## src/rtl/alu.sv

```systemverilog
// alu: registered WIDTH-bit arithmetic/logic unit with per-opcode carry/borrow/shift-out flag
module alu #(
   parameter int WIDTH = 4
) (
   input  logic             clk,
   input  logic             rst_n,
   input  logic [WIDTH-1:0] a,
   input  logic [WIDTH-1:0] b,
   input  logic [2:0]       op,
   output logic [WIDTH-1:0] out,
   output logic             c
);
   logic [WIDTH:0]   sum;
   logic [WIDTH:0]   dif;
   logic [WIDTH-1:0] nxt_out;
   logic             nxt_c;
   assign sum = {1'b0, a} + {1'b0, b};
   // the top bit of the widened difference is the unsigned borrow
   assign dif = {1'b0, a} - {1'b0, b};
   always_comb begin
      nxt_out = '0;
      nxt_c   = 1'b0;
      case (op)
         3'd0: {nxt_c, nxt_out} = sum;
         3'd1: {nxt_c, nxt_out} = dif;
         3'd2: nxt_out = a & b;
         3'd3: nxt_out = a | b;
         3'd4: nxt_out = a ^ b;
         3'd5: nxt_out = ~a;
         3'd6: {nxt_c, nxt_out} = {a, 1'b0};
         3'd7: {nxt_out, nxt_c} = {1'b0, a};
         default: begin
            nxt_out = 'x;
            nxt_c   = 1'bx;
         end
      endcase
   end
   always_ff @(posedge clk or negedge rst_n) begin
      if (!rst_n) begin
         out <= '0;
         c   <= 1'b0;
      end else begin
         out <= nxt_out;
         c   <= nxt_c;
      end
   end
endmodule

```

## config.mk

```make
export PLATFORM = sky130hd
export DESIGN_NAME = alu
export DESIGN_NICKNAME = d
export VERILOG_FILES = /design/src/rtl/alu.sv
export SDC_FILE = /design/constraint.sdc
export NUM_CORES = 1
export LEC_CHECK = 0
export CELL_PAD_IN_SITES_DETAIL_PLACEMENT = 0
export CELL_PAD_IN_SITES_GLOBAL_PLACEMENT = 1
export CORE_ASPECT_RATIO = 0.9
export CORE_MARGIN = 8
export CORE_UTILIZATION = 32
export CTS_CLUSTER_SIZE = 8
export DETAILED_ROUTE_END_ITERATION = 6
export GPL_TIMING_DRIVEN = 0
export PLACE_DENSITY_LB_ADDON = 0.1
export REMOVE_ABC_BUFFERS = 1
export SLEW_MARGIN = 20
export SYNTH_ARGS = -nofsm -noshare
export SYNTH_HDL_FRONTEND = slang
export SYNTH_SLANG_ARGS = --single-unit
```

## constraint.sdc

```tcl
create_clock -name clk -period 0.8 [get_ports clk]
set_input_delay 0.08 -clock clk [delete_from_list [all_inputs] [get_ports clk]]
set_output_delay 0.08 -clock clk [all_outputs]
set_load 0.005 [all_outputs]
```

==> results of run 1 <==
==> state kept, by name, indices dropped and copies added (netlist names) <==
| signal | flops |
|---|---|
| out | 4 |
| c | 1 |
==> power by group <==
group	switching, mW	internal, mW
Clock	0.0970	0.188
Combinational	0.279	0.273
Sequential	0.00557	0.283
==> layer usage <==
metal	global-route usage [%]	vias up	part of all wire [%]
met5	0	-	0
met4	1.57	0	0
met3	2.69	0	4.3
met2	17.0	14	48
met1	14.4	357	48
li1	-	376	-
==> through the flow <==
step / instances / utilization (%) / setup slack, ns
after CTS: 145 / 46.7 / -0.565
after global placement: 135 / 40.2 / -1.39
after detailed placement: 135 / 40.2 / -1.38
after global routing: 145 / 47.4 / -0.539
after floorplan: 90 / - / -0.657
final: 145 / 47.4 / -0.509
==> cell usage after synthesis <==
| cell | n |
|---|---|
| a2111o_1 | 1 |
| a2111oi_2 | 1 |
| a211oi_1 | 3 |
| a21o_1 | 2 |
| a21oi_1 | 7 |
| a2bb2oi_1 | 2 |
| a31o_2 | 1 |
| a41o_1 | 1 |
| and3_1 | 1 |
| and4b_1 | 1 |
| and4bb_1 | 1 |
| buf_2 | 1 |
| buf_4 | 1 |
| buf_6 | 1 |
| dfrtp_1 | 5 |
| fa_1 | 2 |
| ha_1 | 12 |
| inv_1 | 14 |
| inv_2 | 1 |
| mux2i_1 | 2 |
| mux4_2 | 1 |
| nand2_1 | 5 |
| nand2b_1 | 3 |
| nand3_1 | 2 |
| nor2_1 | 5 |
| nor2b_1 | 3 |
| nor3_1 | 2 |
| nor4_1 | 1 |
| o211ai_1 | 1 |
| o21ai_0 | 5 |
| o21ai_1 | 2 |
| o21bai_1 | 1 |
| o31a_1 | 1 |
| or3_1 | 1 |
==> repair_timing <==
action | 4_1_cts | 5_1_grt
pin swaps | 14 | 11
hold buffers | 0 | 0
setup endpoints to repair | 10 | 10
resized for setup | 91 | 13
buffers inserted | 6 | 1
==> final timing paths <==
kind                        from                to  slack [ns]
max                         a[0]  out[2]$_DFF_PN0_       -0.51
min                        rst_n  out[1]$_DFF_PN0_        0.06
max in group asynchronous  rst_n       c$_DFF_PN0_        0.55
min in group clk           op[2]  out[1]$_DFF_PN0_        0.28
==> area by class of cell <==
type / count / area [um^2] / share of cell area (%)
repair buffers: 23 / 185 / 16.5
multi-input cells: 70 / 682 / 60.9
inverters: 15 / 66.3 / 5.92
clock buffers: 4 / 26.3 / 2.35
well taps: 28 / 35.0 / 3.13
flip-flops and latches: 5 / 125 / 11.2
==> cell families (layout without fill, tap and decap cells) <==
family / count (synthesis) / count (layout) / synth area share, %
flops: 5 / 5 / 16.3
simple gates: 25 / 25 / 17.8
buf+inv: 18 / 42 / 10.4
fa+ha+maj: 14 / 14 / 24.8
mux: 3 / 3 / 5.54
compound gates: 28 / 28 / 25.2
==> results.yml, run 1 <==
run_status:
  status: "finished, violations left"
  violations: "negative setup slack"
setup_path:
  cp_slowest_stage_delay_ns: 0.34
  worstPathRequired_ns: 0.91
  critical_path_buf_inv_count: 3
  critPathTopFamily: "compound AO/OA/AOI/OAI gates"
  crit_path_start_kind: "input pin"
  cp_cell_sequence: "buf_12 -> inv_6 -> ha_4 -> inv_2 -> fa_2 -> nand2b_4 -> a41o_1 -> a2111oi_2 -> a21oi_1"
  critical_path_depth: 9
  worst_ep_arrival_time_ns: 1.42
  path_max_fanout: 3
  crit_type: "input pin to flop"
  cpMaxStageDelayCell: "fa_2"
  endpoint_kind: "flop"
clocking:
  cts.path.max_buffers: 2
  clock-sinks: 5
  h-tree-depth: 1
  cts_root_buf: "clkbuf_4"
  cts_tree: "yes"
  cts_made_buffers: 3
  clkTransAtPathRegs_ns: 0.04
synth:
  synthTopCellsByArea: "ha_1, dfrtp_1, inv_1"
  synth_top_area_share_pct: 19.5
  synth_cell_type_count: 34
  syn_avg_cell_area_um2: 8.26
  ys_seq_area_share_pct: 16.3
  ys_ff_latch: 5
  synth_area_um2: 768
  yosysWarnings: 0
  synth_top_cell_by_area: "ha_1"
  synthCells: 93
timing:
  setup_ws_ns: -0.509
  worst_slew_pin_slew_ns: 0.333
  max_slew_margin_pct: 77.8
  setup-tns-final_ns: -1.62
  fin_crit_sh_pct: 164
  setup_violations: 4
  slew_viol_final: 0
  fin_crit_ns: 1.31
  fmax_ghz: 0.764
  fin_hold_ws_ns: 0.0625
  hold_violations: 0
  rsz0062_at_grt: "true"
pwr:
  peakVddDrop_mv: 0.982
  p_leak_nw: 0.518
  totalPowerFinal_mw: 1.13
  powerDensity_nw_per_um2: 1010
finish:
  fin_area_um2: 1120
  nets: 145
  layout_common_cells: "buf_2, inv_1, ha_1"
  antenna_cells: 0
  final_common_cell: "buf_2"
  drive_gt1_share_pct: 45.3
  area_delta_synth_final_pct: 45.8
  nFillCells: 243
global_route:
  grt_antenna_before_repair: 0
  groute.usage.overall_pct: 10.8
  grt_pass1_wl_um: 3680
  grt_pass1_vias: 765
  grt-ovfl-total: 0
  grt_max_degree: 17
placed_design:
  finalWeightedCongestion: 0.789
  placedInstanceArea_um2: 950
  dpl.hpwl_um: 1500
  io_buffers: 17
routing:
  wl_per_cell_um: 14.3
  drt_iter0_drc: 32
  ant_nets: 0
  dr.pass1.iters: 4
  viasPerCell: 5.15
  routed_wl_um: 2070
  drc: 0
  dr_total_vias: 747
floorplan:
  rows: 17
  io_pins: 18
  start_util_pct: 32.5
  die-width_um: 67.6
  core-area_um2: 2360
  die_area_um2: 4230
  die_h_um: 62.5
job:
  drv_cap: 0
min_path:
  hp-class: "input pin to asynchronous set/reset pin"
(Power assumes the default switching activity.)
==> inputs of run 2 (changes only) <==
- TNS_END_PERCENT: not set -> 20
==> results.yml, run 2 (synthesized netlist as in run 1, its figures left out) <==
run_status:
  status: "finished, violations left"
  violations: "negative setup slack"
finish:
  antenna_cells: 0
  nFillCells: 243
  regArea_um2: 125
  final_common_cell: "ha_1"
  top_register: "out"
  largest_reg_flops: 4
  area_delta_synth_final_pct: 42.3
  utilization_pct: 46.3
  nets: 145
  drive_gt1_share_pct: 38.5
  top_regs: "out: 4 flops, c: 1 flops"
  multiInputGateArea_um2: 649
  fin_area_um2: 1090
  layout_common_cells: "ha_1, inv_2, inv_1"
setup_path:
  crit_type: "input pin to flop"
  endpoint_kind: "flop"
  worstPathRequired_ns: 0.91
  path_max_fanout: 3
  crit_path_start_kind: "input pin"
  worst_ep_arrival_time_ns: 1.41
placed_design:
  placedInstanceArea_um2: 950
  finalWeightedCongestion: 0.789
  dpl.hpwl_um: 1500
  io_buffers: 17
timing:
  hold_violations: 0
  max_slew_margin_pct: 77.6
  setup_violations: 5
  fin_hold_ws_ns: 0.0626
  fmax_ghz: 0.768
  worst_slew_pin_slew_ns: 0.337
  fin_crit_sh_pct: 163
  rsz0062_at_grt: "true"
  setup-tns-final_ns: -1.98
  slew_viol_final: 0
  fin_crit_ns: 1.30
  setup_ws_ns: -0.502
global_route:
  grt_max_degree: 17
  groute.usage.overall_pct: 10.4
  grt_antenna_before_repair: 0
  grt_pass1_wl_um: 3530
  grt-ovfl-total: 0
  grt_pass1_vias: 744
floorplan:
  die_h_um: 62.5
  rows: 17
  io_pins: 18
  start_util_pct: 32.5
  core-area_um2: 2360
  die-width_um: 67.6
  die_area_um2: 4230
routing:
  viasPerCell: 5.03
  dr.pass1.iters: 4
  drc: 0
  ant_nets: 0
  drt_iter0_drc: 48
  dr_total_vias: 730
  wl_per_cell_um: 14.4
  routed_wl_um: 2080
clocking:
  cts.path.max_buffers: 2
  cts_made_buffers: 3
  cts_root_buf: "clkbuf_4"
  cts-hold-fix-buffers: 0
  h-tree-depth: 1
  cts_tree: "yes"
  clkTransAtPathRegs_ns: 0.04
  clock-sinks: 5
pwr:
  p_leak_nw: 0.519
  totalPowerFinal_mw: 1.10
  powerDensity_nw_per_um2: 1010
  peakVddDrop_mv: 0.987
min_path:
  hp-class: "input pin to asynchronous set/reset pin"
job:
  drv_cap: 0
[run 2: cell types whose count changed in the layout (fill, tap and decap cells not counted), moves of 2 or more]
cell	delta
o21ai_0	+2
inv_4	-2
a21oi_2	-3
buf_2	-7
o21ai_1	-2
inv_2	+2
clkbuf_2	+5
a21oi_1	+3
[run 2: path summary, 6_finish.rpt]
check	startpoint	end	slack, ns	cells past startpoint
min in group clk	b[0]	out[0]$_DFF_PN0_	0.36	5
min	rst_n	out[1]$_DFF_PN0_	0.06	1
max in group asynchronous	rst_n	c$_DFF_PN0_	0.55	1
max	a[0]	out[2]$_DFF_PN0_	-0.50	9
[run 2: per-layer routing]
layer	vias up	global-route usage, %	routed length [um]
met5	-	0	0
met4	0	1.57	0
met3	0	2.69	73
met2	12	16.2	991
met1	340	14.0	1020
li1	378	-	-
[run 2: area by class of cell]
class	count	share of cell area, %
multi-input combinational	70	59.4
sequential	5	11.4
inverter	15	5.61
clock buffer	4	2.40
timing repair buffer	23	18.0
tap	28	3.20
[run 2: metrics by stage]
step                setup WS, ns  std cells
finish                    -0.502        145
global route              -0.539        145
CTS                       -0.565        144
detailed placement         -1.38        135
global placement           -1.39        135
floorplan                 -0.657         90
[run 2: repair_timing]
action                                  CTS  global route
endpoints found under the setup margin   10            10
cloned                                    0             0
gates resized for setup                  66            12
pin swaps                                10             6
setup buffers                             5             1
endpoints found under the hold margin     0             0
[run 2: report_power, final]
part | total [mW] | leakage [nW] | internal (mW) | switching, mW
registers | 0.290 | 0.0601 | 0.284 | 0.00619
logic | 0.528 | 0.443 | 0.262 | 0.266
clock network | 0.285 | 0.0150 | 0.188 | 0.0970
[run 2: critical path, cell delays in order]
cell and delay [ns]:
buf_12 0.11, inv_6 0.05, ha_4 0.13, inv_2 0.03, fa_2 0.34, nand2b_4 0.15
a41o_1 0.25, a2111oi_2 0.20, a21oi_1 0.08
